[src/rtl/sipo_framer.sv]
`default_nettype none
// ============================================================================
// Module   : sipo_framer
// Brief    : Serial-in/parallel-out framer with a fill buffer and output register.
// Revision : 1.0 - initial release
// ============================================================================
module sipo_framer #(
  parameter int DATA_W = 32,
  parameter int DEPTH  = 8,
  parameter int ORDER  = 0,
  parameter int CW     = $clog2(DEPTH + 1)
) (
  input  logic                    clk,
  input  logic                    rst_n,
  input  logic                    s_valid,
  output logic                    s_ready,
  input  logic [DATA_W-1:0]       s_data,
  input  logic                    s_last,
  output logic                    p_valid,
  input  logic                    p_ready,
  output logic [DEPTH*DATA_W-1:0] p_data,
  output logic [CW-1:0]           p_count
);

  localparam int AW = $clog2(DEPTH);
  localparam logic [0:0] ST_FILL = 1'b0;
  localparam logic [0:0] ST_PEND = 1'b1;

  logic [0:0]              r_state;
  logic [0:0]              w_state_nxt;
  logic [DATA_W-1:0]       r_buf [DEPTH];
  logic [CW-1:0]           r_fill;
  logic [CW-1:0]           r_pend_cnt;
  logic                    w_pend;
  logic                    w_in_acc;
  logic                    w_out_acc;
  logic                    w_slot_free;
  logic                    w_complete;
  logic                    w_load;
  logic [CW-1:0]           w_src_cnt;
  logic [DATA_W-1:0]       w_words [DEPTH];
  logic [DEPTH*DATA_W-1:0] w_frame;

  assign w_in_acc    = s_valid & s_ready;
  assign w_out_acc   = p_valid & p_ready;
  assign w_slot_free = ~p_valid | p_ready;
  assign w_complete  = w_in_acc & (s_last | (r_fill == CW'(DEPTH - 1)));
  assign w_load      = (w_complete & w_slot_free) | (w_pend & w_out_acc);
  assign w_src_cnt   = w_pend ? r_pend_cnt : (r_fill + CW'(1));

  // State register
  always_ff @(posedge clk or negedge rst_n) begin
    if (!rst_n) r_state <= ST_FILL;
    else        r_state <= w_state_nxt;
  end

  // Next-state logic
  always_comb begin
    w_state_nxt = r_state;
    case (r_state)
      ST_FILL: if (w_complete && !w_slot_free) w_state_nxt = ST_PEND;
      ST_PEND: if (w_out_acc)                  w_state_nxt = ST_FILL;
      default: w_state_nxt = ST_FILL;
    endcase
  end

  // Output decode
  always_comb begin
    s_ready = (r_state == ST_FILL);
    w_pend  = (r_state == ST_PEND);
  end

  always_ff @(posedge clk or negedge rst_n) begin
    if (!rst_n) begin
      r_fill     <= '0;
      r_pend_cnt <= '0;
    end else begin
      if (w_complete)    r_fill <= '0;
      else if (w_in_acc) r_fill <= r_fill + CW'(1);
      if (w_complete && !w_slot_free) r_pend_cnt <= r_fill + CW'(1);
    end
  end

  // Every accepted word is stored, so a frame held back as pending is complete in r_buf.
  always_ff @(posedge clk) begin
    if (w_in_acc) r_buf[r_fill[AW-1:0]] <= s_data;
  end

  // Word view: while filling, the incoming word stands in at the fill position.
  always_comb begin
    for (int i = 0; i < DEPTH; i++) begin
      w_words[i] = r_buf[i];
      if (!w_pend && (i == int'(r_fill))) w_words[i] = s_data;
    end
  end

  always_comb begin
    w_frame = '0;
    for (int j = 0; j < DEPTH; j++) begin
      if (j < int'(w_src_cnt)) begin
        if (ORDER != 0) w_frame[j*DATA_W +: DATA_W] = w_words[AW'(j)];
        else            w_frame[j*DATA_W +: DATA_W] = w_words[AW'(int'(w_src_cnt) - 1 - j)];
      end
    end
  end

  always_ff @(posedge clk or negedge rst_n) begin
    if (!rst_n) begin
      p_valid <= 1'b0;
      p_data  <= '0;
      p_count <= '0;
    end else begin
      if (w_load) begin
        p_valid <= 1'b1;
        p_data  <= w_frame;
        p_count <= w_src_cnt;
      end else if (w_out_acc) begin
        p_valid <= 1'b0;
      end
    end
  end

endmodule
`default_nettype wire

[config.mk]
export PLATFORM = sky130hd
export DESIGN_NAME = sipo_framer
export DESIGN_NICKNAME = d
export VERILOG_FILES = /design/src/rtl/sipo_framer.sv
export SDC_FILE = /design/constraint.sdc
export NUM_CORES = 1
export LEC_CHECK = 0
export CAP_MARGIN = 20
export CORE_UTILIZATION = 45
export CTS_CLUSTER_DIAMETER = 60
export DETAILED_ROUTE_END_ITERATION = 16
export DONT_BUFFER_PORTS = 1
export GPL_ROUTABILITY_DRIVEN = 0
export PLACE_DENSITY_LB_ADDON = 0.2
export SKIP_CTS_REPAIR_TIMING = 1
export SLEW_MARGIN = 15
export SYNTH_ARGS = -nofsm -noshare
export SYNTH_HDL_FRONTEND = slang
export SYNTH_SLANG_ARGS = --single-unit
[constraint.sdc]
create_clock -name clk -period 4.4 [get_ports clk]
set_input_delay 0.88 -clock clk [delete_from_list [all_inputs] [get_ports clk]]
set_output_delay 0.88 -clock clk [all_outputs]
set_load 0.01 [all_outputs]
; ---- Word-level counts from Yosys, hierarchy flattened
; Memories as Yosys holds them, arrays and structs flattened.
; Cells that the tools add are included.
; W data, S select, Z words.
[op_classes]
add_sub_neg = 9
magnitude_cmp = 16
eq_ne = 8
n_mux = 50
bitwise_logic = 18
n_reduce_logical = 14
[op_table]
columns = cell, n
row1 = $mux W32, 32
row2 = $bmux W32 S3, 8
row3 = $ge A3 B4 Y1 const B, 8
row4 = $not A3 Y3, 8
row5 = $eq A4 B4 Y1 const A, 4
row6 = $lt A3 B4 Y1 const A, 4
row7 = $mux W4, 3
row8 = $sub A3 B3 Y3 const B, 4
row9 = $logic_and A1 B1 Y1, 9
row10 = $eq A3 B4 Y1 const A, 2
row11 = $lt A1 B4 Y1 const A, 2
row12 = $lt A2 B4 Y1 const A, 2
row13 = $mux W1, 6
row14 = $sub A3 B1 Y3 const B, 2
row15 = $sub A3 B2 Y3 const B, 2
row16 = $and A1 B1 Y1, 5
row17 = $add A4 B1 Y4 const B, 1
row18 = $eq A2 B4 Y1 const A, 1
row19 = $eq A4 B3 Y1 const B, 1
row20 = $logic_not A4 Y1, 1
row21 = $reduce_bool A2 Y1, 2
row22 = $or A1 B1 Y1, 3
row23 = $logic_not A1 Y1, 2
row24 = $not A1 Y1, 2
row25 = $pmux W1 S2, 1
[totals]
ff_bits = 270
ramBits = 256
inputBits = 37
output_inout_bits = 262
elab_cells = 122
memories = 1
[memory_table]
columns = memory, words, word_bits, rd, rd_clocked_by_memory_dff, write_ports, line_no
row1 = r_buf, 8, 32, 8, 0, 1, 31  ; logic [DATA_W-1:0] r_buf [DEPTH];

; ---- Depth between registers and ports, before layout
; Gate-level depths: netlist (run 1).
[depth]
depth_word = 9
depth_mapped = 14
ltp_nobuf = 9

; ---- Worst setup path before layout (run 1)
; Ideal clock, no wire load.
[synth_timing]
kind = in2reg
from = in s_valid
to = mem r_buf[0][0] (enable)
setup_time_ps = 461
t_arrival_ps = 3481
required_time_ps = 3939
setup_slack_ps = 458
stages = 3
path_buffers = 0
path_cell_list = nor2b_1 -> nand2b_1 -> nor3_1
[synth_via]
elab_chain_cells = 3
[synth_rtl]
columns = element, line_no
row1 = from (decl), 15  ; input logic s_valid,
row2 = $and A1 B1 Y1, 44  ; assign w_in_acc = s_valid & s_ready;
row3 = $mux W1, 86  ; if (w_in_acc) r_buf[r_fill[AW-1:0]] <= s_data;
row4 = $mux W1 (not written as such), 86
row5 = to (decl), 31
; No other way between the ends.

; ---- Worst setup path in the final report (run 1)
[layout_timing]
from = reg r_fill[0]
to = reg p_data[206]
[layout_via]
elab_chain_cells = 9
elab_cells_between_ends = 39
classes_between = add/sub: 3 / order compare: 1 / eq/ne: 8 / mux: 13 / bitwise: 5 / reduce/logical: 9
[layout_rtl]
columns = element, line_no
row1 = from (decl), 32  ; logic [CW-1:0] r_fill;
row2 = from (signal assigned), 79  ; else if (w_in_acc) r_fill <= r_fill + CW'(1);
row3 = $add A4 B1 Y4, 49  ; assign w_src_cnt = w_pend ? r_pend_cnt : (r_fill + CW'(1));
row4 = $mux W4, 49
row5 = $sub A3 B1 Y3, 102  ; else w_frame[j*DATA_W +: DATA_W] = w_words[AW'(int'(w_src_cnt) - 1 - j)];
row6 = $sub A3 B2 Y3, 102
row7 = $not A3 Y3 (not written as such), 102
row8 = $bmux W32 S3, 102
row9 = $mux W32 (not written as such) (2 in series), 102
row10 = $mux W32, 100  ; if (j < int'(w_src_cnt)) begin
row11 = to (signal assigned), 115  ; p_data <= w_frame;
row12 = to (decl), 21  ; output logic [DEPTH*DATA_W-1:0] p_data,
; Several ways; a longest one is shown, not always the timed one. The select of a mux whose other input is x is not followed.
; A chain may end at the register's enable or synchronous reset.

==> summary.md, run 1 <==
| Metric | Value |
|---|---|
| RSZ-0062 raised after global routing | no |
| Worst-path clk slew | 0.06 ns |
| Run status | completed |
| Arr. time, crit path | 4.24 ns |
| Fin crit share | between 80% and 90% |
| TNS Setup | 0 ns |
| Drt total wl | 108 mm |
| Crit Path Category | register to register |
| Max-slew violations | 0 |
| Post-Synth XOR/XNOR Area | 0.586% |
| Total CTS buffers | 61 |
| Max_slew headroom | ~25% |
| Clock sink total | 526 |
| Compound-cell area share of the yosys netlist | a little under a fifth |
| Starting density of the core | 45.6% |
| End of the critical path | p_data[206] |
| Multiplexer share of the synthesized area | 19.1% |
| Mapped Area | between 20000 and 30000 µm² |
| Gr usage total | 33.0% |
| Clk_lat worst skew | ~0.62 ns |
| Post-synth ARST share | 51.3% |
| DR WL/cell | 34.3 µm |
| Simple-Gate Fraction of Synth Area | 5.64% |
| Syn Nets | 2413 |
| Reg2Reg Setup Slack | 0.67 ns |
| Maximum clock rate | 268 MHz |
| FP Rows | a little over 90 |
| CP Capture Type | register |
| Vias in the first global route | between 20000 and 25000 |
| Mapped Cells | 2369 |
| Most area-consuming cells after synthesis | edfxtp_1, dfrtp_1, mux4_2 |
| CP required | 4.91 ns |
| Mapped Avg Cell Area | 12.2 µm² |
| Fin. Hold Viols | 0 |
| R2R depth | 10 |
| Longest Clk Path Bufs | 3 |
| Post-synth EDFFs | 256 |
| HPWL after detailed placement | 63.4 mm |
| Die width | 255 µm |
| Worst-path fanout max | 25 |
| Die ar. | ~65000 µm² |
| Clk_skew | around 0.016 ns |
| Diodes inserted | 0 |
| Crit path launch type | register |
| Yosys reg bits | approximately 530 |
| First-pass detailed-route iteration total | 6 |
| Initial antenna violation count | 1 |
| Clock Root Buffer | clkbuf_16 |
| Actual slew at the worst max-slew pin | between 1 and 1.5 ns |
| Die Y | roughly 260 µm |
| Critical Path Stages | 10 |
| Via count | approximately 23000 |
| Final setup fails | 0 |
| Area Overhead vs Synth | 10.5% |
| Yosys warning count | 0 |
| Sequential fraction of the synthesis area | 50.1% |
| First-pass GRT wire length | 156 mm |
| Share of the synthesized area in the top cell type | 26.7% |
| Top routing layer in use | met5 |
| Final net count | about 2300 |
| Io pins | 299 |
| Fraction of layout cells with a size suffix above 1 | 16.5% |
| Port buffer count | 0 |
| Worst R2R End | p_data[206] |
| Met2 WL post-DR | 48.9 mm |
| Largest net degree at the start of global routing | 271 |
| Crit path from | r_fill[0] |
| Via-to-Cell Ratio | between 7 and 8 |
| WHS | 0.129 ns |
| Iter 0 DRT Violations | 3106 |
| Post-layout min period | between 3 and 4 ns |
| Wire length on met3 | 13.3 mm |
| Post-route DRC violation count | 0 |
| Yosys cell types | between 40 and 50 |
| H-tree depth | 2 |
| Main combinational cell family by area after synthesis | compound AO/OA/AOI/OAI gates |
| Core area | 63200 µm² |
| CP Cell Sequence | inv_1 -> ha_1 -> mux2i_1 -> buf_4 -> ha_1 -> inv_1 -> xnor3_2 -> buf_4 -> a21oi_1 -> o31ai_1 |
| Gr ovfl total | 0 |
| Final ANT Viol Nets | 0 |
| Worst reg2reg startpoint | r_fill[0] |
| WP buf/inv | 4 |
| Synth area leader | edfxtp_1 |
| TritonCTS clock tree | done |
| M1 WL | 40.9 mm |
| Adder and majority gate portion of the synthesized area | 0.304% |
| Largest delay share family, worst path | buffers and inverters |
| Prevailing post-synth register cell | dfrtp_1 |
| Tightest Hold Check Type | input port to async pin |
| Max Cap Viol | 0 |
| Critical Path Max Stage Delay | roughly 0.63 ns |
| Slowest stage cell, crit path | xnor3_2 |
-- placed cells by master (no fill, tap or decap), types with 32 or more instances in the layout --
master and n:
buf_4 56, inv_1 71, nand2_1 210, mux2i_1 257, nor3_2 36, o221ai_1 64
nor4_1 32, mux4_2 128, edfxtp_1 256, clkbuf_16 63, a21oi_1 258, o31ai_1 129
dfrtp_1 270, a22oi_1 256, a221o_1 64
-- per-layer routing --
layer | track usage (%) | vias up
met5 | 0 | -
met4 | 14.2 | 2
met3 | 9.46 | 332
met2 | 50.6 | 1697
met1 | 43.8 | 11500
li1 | - | 9163
-- cells by family (layout without fill, tap and decap cells) --
family | count (synthesis) | after routing
xor+xnor | 9 | 9
flops | 526 | 526
buf+inv | 328 | 269
compound gates | 796 | 796
simple gates | 313 | 313
mux | 390 | 390
fa+ha+maj | 7 | 7
-- layout make-up --
type,instances,area [µm²]
Fill cell,5406,31300
Inverter,74,280
Clock inverter,31,344
Timing Repair Buffer,79,891
Clock buffer,85,1710
Multi-Input combinational cell,1515,13100
Sequential cell,526,14400
Tap cell,846,1060
-- Yosys cell counts, types with 64 or more instances --
cell	n
dfrtp_1	270
nand2_1	211
o31ai_1	129
clkbuf_1	134
a21oi_1	263
mux2i_1	257
mux4_2	128
edfxtp_1	256
buf_2	73
inv_1	72
a221o_1	64
a22oi_1	256
o221ai_1	64
-- registers in the layout, summed over array words and instances (netlist names) --
register / count
p_valid: 1
r_state: 1
r_buf: 256
p_data: 256
r_fill: 4
r_pend_cnt: 4
p_count: 4
-- worst min path at each step --
| stage | startpoint | to | slack [ns] | depth (start not counted) |
|---|---|---|---|---|
| after floorplan | r_pend_cnt[0] | r_pend_cnt[0] | 0.47 | 2 |
| after global placement | r_pend_cnt[3] | r_pend_cnt[3] | 0.48 | 1 |
| after detailed placement | r_pend_cnt[3] | r_pend_cnt[3] | 0.49 | 1 |
| after CTS | rst_n | p_data[161] | -0.06 | 0 |
| after global routing | rst_n | p_data[61] | 0.14 | 1 |
| final | rst_n | p_data[93] | 0.13 | 1 |
-- worst register-to-register path, cell delays in order, from the launching register on --
cell and delay, ns:
dfrtp_1 0.60, inv_1 0.16, ha_1 0.35, mux2i_1 0.08
buf_4 0.17, ha_1 0.51, inv_1 0.20, xnor3_2 0.63
buf_4 0.56, a21oi_1 0.10, o31ai_1 0.27
-- metrics by stage --
step	area [µm²]	util, %	setup WS [ns]	instances
floorplan	28800	-	0.458	2369
global placement	29700	47.0	0.953	3034
detailed placement	29700	47.0	0.813	3035
CTS	31800	50.3	0.790	3151
global route	31900	50.4	0.540	3156
finish	31900	50.4	0.671	3156
Power of run 1 is left out: the tool's default activity adds up to more than one toggle a clock period on the data nets, which glitch-free logic cannot reach.
==> inputs of run 2 (changes only) <==
==> constraint.sdc (replaced) <==
create_clock -name clk -period 3.4 [get_ports clk]
set_input_delay 0.68 -clock clk [delete_from_list [all_inputs] [get_ports clk]]
set_output_delay 0.68 -clock clk [all_outputs]
set_load 0.01 [all_outputs]
==> summary.md, run 2 (synthesis results as in run 1) <==
| Metric | Value |
|---|---|
| End of the critical path | p_data[197] |
| DR WL/cell | 34.1 µm |
| Slowest stage cell, crit path | ha_1 |
| Worst path most repeated cell | buf_4 |
| Drt total wl | 108 mm |
| CP required | a little under 4 ns |
| Placed cell count | 3049 |
| Final net count | 2311 |
| Largest delay share family, worst path | buffers and inverters |
| Worst reg2reg startpoint | r_fill[0] |
| WP buf/inv | 5 |
| Die width | around 260 µm |
| Largest net degree at the start of global routing | 271 |
| Vias in the first global route | 22300 |
| Met1 usage | 43.2% |
| Critical Path Stages | 11 |
| TritonCTS clock tree | done |
| Most common cell after layout, fill and taps aside | dfrtp_1 |
| Worst R2R End | p_data[197] |
| Most frequent cells in the layout | dfrtp_1, a21oi_1, mux2i_1, a22oi_1, edfxtp_1 |
| Total CTS buffers | 59 |
| Fraction of layout cells with a size suffix above 1 | 17.1% |
| RSZ-0062 raised after global routing | no |
| H-tree depth | 2 |
| Io pins | 299 |
| Clock Root Buffer | clkbuf_16 |
| Crit Path Category | register to register |
| Longest Clk Path Bufs | 3 |
| Clk_lat worst skew | 0.65 ns |
| Post-layout min period | 3.23 ns |
| M2 GR Usage | between 50% and 60% |
| Run status | finished with violations |
| Clk_skew | 0.0252 ns |
| GR Util met3 | 9.60% |
| Max-slew violations | 0 |
| Diodes inserted | 0 |
| Iter 0 DRT Violations | 2932 |
| CP Cell Sequence | buf_4 -> or2_2 -> buf_4 -> nand2_4 -> inv_4 -> ha_1 -> inv_1 -> xnor3_2 -> buf_4 -> a21oi_1 -> o31ai_1 |
| First-pass GRT wire length | 156 mm |
| Reg2Reg Setup Slack | 0.17 ns |
| HPWL after detailed placement | 63.8 mm |
| Via-to-Cell Ratio | 7.20 |
| Clock sink total | 526 |
| Fin. Hold Viols | 270 |
| Failing checks | negative hold slack |
| Gr usage total | 33.0% |
| Gr ovfl total | 0 |
| Tightest Hold Check Type | input port to async pin |
| Gr busiest metal | met2 |
| Crit path launch type | register |
| Port buffer count | 0 |
| Worst-path fanout max | 19 |
| FP Rows | 92 |
| Die ar. | 65100 µm² |
| WHS | -0.226 ns |
| CP Capture Type | register |
| Final setup fails | 0 |
| Area Overhead vs Synth | 11.6% |
| Crit path from | r_fill[0] |
| Arr. time, crit path | about 3.8 ns |
| Initial antenna violation count | 0 |
| Fin crit share | a little over nine tenths |
| Max_slew headroom | about 29% |
| Max Cap Viol | 0 |
| Post-route DRC violation count | 0 |
| First-pass detailed-route iteration total | 6 |
| R2R depth | 11 |
| Maximum clock rate | 310 MHz |
| Worst-path clk slew | 0.06 ns |
| Actual slew at the worst max-slew pin | approximately 1.1 ns |
| Core area | 63200 µm² |
| Via count | around 23000 |
| Critical Path Max Stage Delay | 0.49 ns |
| Final ANT Viol Nets | 0 |
| Non-filler cells, final | between 3000 and 4000 |
| Starting density of the core | a little under half |
| Die Y | 255 µm |
==> run 2: cell count changes in the layout (fill, tap and decap cells not counted), sizes merged <==
cell / previous run / this run
clkinvlp: 3 / 6
clkbuf: 85 / 78
dlygate4sd3: 2 / 0
buf: 77 / 91
==> run 2: how the worst min path moves through the flow <==
stage / from / to / slack [ns] / cells after the start
floorplan: rst_n / p_count[0] / 0.38 / 0
global placement: rst_n / p_data[188] / 0.40 / 0
detailed placement: rst_n / p_data[33] / 0.40 / 0
CTS: rst_n / p_data[99] / -0.28 / 0
global route: rst_n / p_data[33] / -0.25 / 0
finish: rst_n / p_data[33] / -0.23 / 0
==> run 2: stage by stage <==
stage / worst slack (ns) / setup TNS [ns] / instance area (µm²) / hold WS [ns] / utilization (%)
6_report: 0.169 / 0 / 32200 / -0.226 / 50.9
5_1_grt: 0.00834 / 0 / 32200 / -0.249 / 50.9
4_1_cts: -0.185 / -4.23 / 32100 / -0.282 / 50.9
3_5_place_dp: -0.154 / -3.58 / 30100 / 0.399 / 47.6
3_3_place_gp: 0.0161 / 0 / 30100 / 0.401 / 47.6
2_1_floorplan: 0.182 / 0 / 28800 / 0.384 / -
==> run 2: area by class of cell <==
type,instances,area [µm²]
inverter,74,282
tap,846,1060
timing repair buffer,91,1210
multi-input combinational,1515,13200
fill,5391,31000
clock inverter,34,400
sequential,526,14400
clock buffer,78,1630
==> run 2: metal layers <==
metal | vias to the layer above | part of all wire (%)
met2 | 1658 | 45
met5 | - | 0
li1 | 9205 | -
met1 | 11600 | 37
met4 | 0 | 4.8
met3 | 345 | 13
Power of run 2 is left out for the same reason.
==> RTL change 1: new RTL, config.mk and constraints of run 1 <==
Register the output `p_count` once more; this adds one clock of latency there. The other outputs are not delayed to match.
--- a/src/rtl/sipo_framer.sv
+++ b/src/rtl/sipo_framer.sv
@@ -25,6 +25,8 @@
   localparam int AW = $clog2(DEPTH);
   localparam logic [0:0] ST_FILL = 1'b0;
   localparam logic [0:0] ST_PEND = 1'b1;
+
+  logic [CW-1:0] p_count_s0;
 
   logic [0:0]              r_state;
   logic [0:0]              w_state_nxt;
@@ -108,18 +110,22 @@
     if (!rst_n) begin
       p_valid <= 1'b0;
       p_data  <= '0;
-      p_count <= '0;
+      p_count_s0 <= '0;
     end else begin
       if (w_load) begin
         p_valid <= 1'b1;
         p_data  <= w_frame;
-        p_count <= w_src_cnt;
+        p_count_s0 <= w_src_cnt;
       end else if (w_out_acc) begin
         p_valid <= 1'b0;
       end
     end
   end
 
+  always_ff @(posedge clk) begin
+    p_count <= p_count_s0;
+  end
+
 endmodule
 `default_nettype wire
 
Behaviour: not the same (a bounded check fails within 4 cycles, from zero or initial values and one cycle with rst_n low).
==> RTL change 1 against run 1 <==
The run now ends with hold timing left. Final area is 0.73% lower. Hold slack worse by 0.18 ns. Wire length is 3.1% lower. Sequential cell count is 4 higher. Clock skew is 0.0063 ns higher. Area after synthesis is 0.48% higher. Setup slack worse by 0.19 ns. Utilization is 0.46 points lower. Critical path type unchanged. Critical endpoint is now p_data[195]$_DFFE_PN0P_. Highest routed layer is now met4.
Power is not shown: default switching activity piles up to over one toggle a cycle in this logic, so the estimate is an artifact.
==> RTL change 1: results (changes against run 1) <==
DRT iter0 DRCs 3144 (was 3106); main area contributors after synthesis edfxtp_1 (27%), dfrtp_1 (23%), mux4_2 (9.9%) (was edfxtp_1 (27%), dfrtp_1 (23%), mux4_2 (10%)); setup slack, reg-to-reg 0.48 ns (was 0.67 ns); crit-path max FO 30 (was 25); final WL 105000 um (was 108000 um); initial antenna violation count 0 (was 1); Tot GR Track Use 0.317 (was 0.330); outcome complete, but fails checks (was complete, no violations); clock tree buffer depth 3 (unchanged); max_slew headroom 0.198 (was 0.246); async set or reset register ratio after synthesis 0.509 (was 0.513); Avg Vias per Cell 7.12 (was 7.18); worst r2r dst p_data[195]$_DFFE_PN0P_ (was p_data[206]$_DFFE_PN0P_); commonest cells in the synthesized netlist dfrtp_1 (270), a21oi_1 (262), mux2i_1 (257) (was dfrtp_1 (270), a21oi_1 (263), mux2i_1 (257)); worst skew pair latency 0.64 ns (was 0.62 ns); vias in the first global route 22268 (was 22140); Seq/Total Area, Yosys 0.501 (about the same); final hold violations 32 (was 0); fin nets 2290 (was 2301); final hold slack -0.0560 ns (was 0.129 ns); first-pass GRT wire length 154000 um (was 156000 um); failing checks hold timing; Synthesized Nets 2416 (was 2413); clk_skew 0.0222 ns (was 0.0159 ns); diodes inserted 0 (unchanged); worst r2r path cells 11 (was 10); detailed-router iteration count before antenna repair 5 (was 6); CP arrival 4.39 ns (was 4.24 ns); share of cells above drive strength 1 0.163 (was 0.165); Num CTS Buffers 59 (was 61); post-synth cell types 52 (was 49); Post-DP HPWL 61500 um (was 63400 um); yosys warns 0 (unchanged); MaxCap Viol Count 0 (unchanged)
-- RTL change 1: cell types whose count changed after synthesis, sizes merged, moves of 2 or more --
| cell | delta |
|---|---|
| nor4 | +2 |
| nor2 | -2 |
| o21ai | -3 |
| clkbuf | +18 |
| dfxtp | +4 |
| nand2 | +2 |
| buf | -18 |
-- RTL change 1: area by class of cell --
class / count / area [um^2]
inverter: 73 / 277
fill: 5532 / 31700
sequential: 530 / 14500
multi-input combinational: 1515 / 13200
clock buffer: 86 / 1770
clock inverter: 26 / 259
tap: 846 / 1060
timing repair buffer: 67 / 598
-- RTL change 1: worst max path at each step --
stage                                from                       to  slack, ns  cells after the start
global placement    r_fill[0]$_DFFE_PN0P_  p_data[217]$_DFFE_PN0P_       0.76                      9
floorplan                         s_valid    r_buf[0][0]$_DFFE_PP_      -0.27                      3
global route        r_fill[0]$_DFFE_PN0P_   p_data[67]$_DFFE_PN0P_       0.29                     11
CTS                 r_fill[0]$_DFFE_PN0P_  p_data[190]$_DFFE_PN0P_       0.62                      7
detailed placement  r_fill[0]$_DFFE_PN0P_  p_data[199]$_DFFE_PN0P_       0.63                     11
finish              r_fill[0]$_DFFE_PN0P_  p_data[195]$_DFFE_PN0P_       0.48                     11
-- RTL change 1: per-stage QoR --
| stage | cells | util | cell area, um^2 | worst slack (ns) | TNS [ns] |
|---|---|---|---|---|---|
| after detailed placement | 3030 | 0.467 | 29600 | 0.630 | 0 |
| after floorplan | 2372 | - | 29000 | -0.265 | -16.98 |
| after global placement | 3030 | 0.467 | 29600 | 0.758 | 0 |
| after CTS | 3142 | 0.499 | 31600 | 0.619 | 0 |
| after global routing | 3143 | 0.500 | 31600 | 0.291 | 0 |
| final | 3143 | 0.500 | 31600 | 0.483 | 0 |
-- RTL change 1: logic make-up after synthesis --
| logic type | Yosys count | share of synthesized area |
|---|---|---|
| and+or+nand+nor | 315 | 0.0563 |
| adders and majority gates | 7 | 0.00302 |
| muxes | 390 | 0.190 |
| xor gates and xnor gates | 9 | 0.00609 |
| AOI/OAI and AO/OA | 794 | 0.191 |
| DFF | 530 | 0.501 |
| buffers and inverters | 327 | 0.0521 |
-- RTL change 1: routing by layer --
| metal | routed length [um] | global-route usage | vias up |
|---|---|---|---|
| li1 | - | - | 9170 |
| met1 | 40000 | 0.413 | 11316 |
| met2 | 47200 | 0.484 | 1552 |
| met3 | 12300 | 0.0970 | 344 |
| met4 | 5190 | 0.151 | 0 |
| met5 | 0 | 0 | - |
-- RTL change 1: critical path, cell delays in order (launching register included) --
cell and delay, ns:
dfrtp_1 0.59, inv_1 0.20, ha_1 0.36, mux2i_1 0.47, ha_1 0.51, clkinv_1 0.15, buf_4 0.21, nor3_2 0.21
buf_4 0.50, a22oi_1 0.19, a21oi_1 0.27, o31ai_1 0.11
==> RTL change 2: new RTL, flow settings as in run 1 <==
Without the edit above. `ORDER`: 0 -> 1.
--- a/src/rtl/sipo_framer.sv
+++ b/src/rtl/sipo_framer.sv
@@ -7,7 +7,7 @@
 module sipo_framer #(
   parameter int DATA_W = 32,
   parameter int DEPTH  = 8,
-  parameter int ORDER  = 0,
+  parameter int ORDER  = 1,
   parameter int CW     = $clog2(DEPTH + 1)
 ) (
   input  logic                    clk,
Function: changed (Yosys sat finds a counterexample within 4 cycles, from zero or initial values and one cycle with rst_n low).
==> RTL change 2 against run 1 <==
Setup slack gained 0.65 ns. Cell count shrank 57%. Count of clock-buffer cells in the layout shrank 41. Die area shrank 54%. Wire length shrank 70%. Final area shrank 56%. Critical path depth shrank 4. Area after synthesis shrank 54%. Sequential cell count shrank 256.
Power is left out: it rests on default switching activity, and per cell area and clock period it moved more than threefold.
==> RTL change 2: results (changes against run 1) <==
outcome complete, no violations (unchanged); met2 Resource Use GR 0.352 (was 0.506); vias in the first global route 7444 (was 22140); initial antenna violation count 0 (was 1); critical path's top delay family simple AND/OR/NAND/NOR gates (was buffers and inverters); max incr delay on CP 0.72 ns (was 0.63 ns); first-pass GRT wire length 49200 um (was 156000 um); worst setup margin 1.32 ns (was 0.671 ns); CP arrival 3.54 ns (was 4.24 ns); clk_skew 0.00608 ns (was 0.0159 ns); crit-path max FO 62 (was 25); post-synth cell types 50 (was 49); Post-synth EDFFs 128 (was 256); final WL 32300 um (was 108000 um); fillcell total 2500 (was 5406); detailed-router iteration count before antenna repair 5 (was 6); worst r2r dst p_data[70]$_DFFE_PN0P_ (was p_data[206]$_DFFE_PN0P_); CTS clk-pin slew, worst paths 0.06 ns (about the same); Post-DP HPWL 19500 um (was 63400 um); commonest cells in the synthesized netlist buf_4 (142), dfrtp_1 (142), edfxtp_1 (128) (was dfrtp_1 (270), a21oi_1 (263), mux2i_1 (257)); slowest CP cell buf_4 (was xnor3_2); Avg Vias per Cell 5.63 (was 7.18); M3 GR Usage 0.0510 (was 0.0946); grt met1 use 0.285 (was 0.438); clock tree buffer depth 3 (unchanged); slew at the pin closest to its max-slew limit 0.977 ns (was 1.13 ns); worst r2r path cells 6 (was 10); fin nets 996 (was 2301); async set or reset register ratio after synthesis 0.526 (was 0.513); termination of the worst setup path p_data[70]$_DFFE_PN0P_ (was p_data[206]$_DFFE_PN0P_); H-tree levels 1 (was 2); DRT iter0 DRCs 491 (was 3106); largest net degree at the start of global routing 143 (was 271); worst skew pair latency 0.56 ns (was 0.62 ns); main area contributors after synthesis edfxtp_1 (29%), dfrtp_1 (27%), buf_4 (8.1%) (was edfxtp_1 (27%), dfrtp_1 (23%), mux4_2 (10%)); share of cells above drive strength 1 0.216 (was 0.165); Num CTS Buffers 30 (was 61); Tot GR Track Use 0.213 (was 0.330)
-- RTL change 2: worst register-to-register path, cell delays in order (launching register included) --
cell      delay, ns
dfrtp_1        0.57
ha_1           0.38
and3b_1        0.34
or3_4          0.50
buf_4          0.73
a21oi_1        0.21
a211oi_2       0.26
-- RTL change 2: cell type report --
type | instances | share of cell area
Sequential cell | 270 | 0.530
Multi-Input combinational cell | 623 | 0.343
Clock buffer | 44 | 0.0618
Tap cell | 384 | 0.0344
Timing Repair Buffer | 26 | 0.0167
Clock inverter | 11 | 0.0136
Inverter | 4 | 0.00108
-- RTL change 2: cell families after synthesis --
group                      after synthesis  share of synthesized area
AOI/OAI and AO/OA                      284                      0.177
xor gates and xnor gates                 2                    0.00133
adders and majority gates                4                    0.00381
buffers and inverters                  214                      0.114
DFF                                    270                      0.563
muxes                                  134                      0.105
other                                    1                   0.000285
and+or+nand+nor                         71                     0.0354
-- RTL change 2: metrics by stage --
| step | hold WS, ns | cell area [um^2] | instances |
|---|---|---|---|
| floorplan | 0.486 | 13600 | 1107 |
| CTS | 0.00284 | 14000 | 1362 |
| finish | 0.0298 | 14000 | 1362 |
| global route | 0.0103 | 14000 | 1362 |
| detailed placement | 0.534 | 12900 | 1307 |
| global placement | 0.517 | 12900 | 1307 |
-- RTL change 2: metal layers --
| metal | part of all wire | up-vias |
|---|---|---|
| li1 | - | 3388 |
| met4 | 0.021 | 0 |
| met5 | 0 | - |
| met3 | 0.068 | 36 |
| met2 | 0.49 | 314 |
| met1 | 0.42 | 3927 |
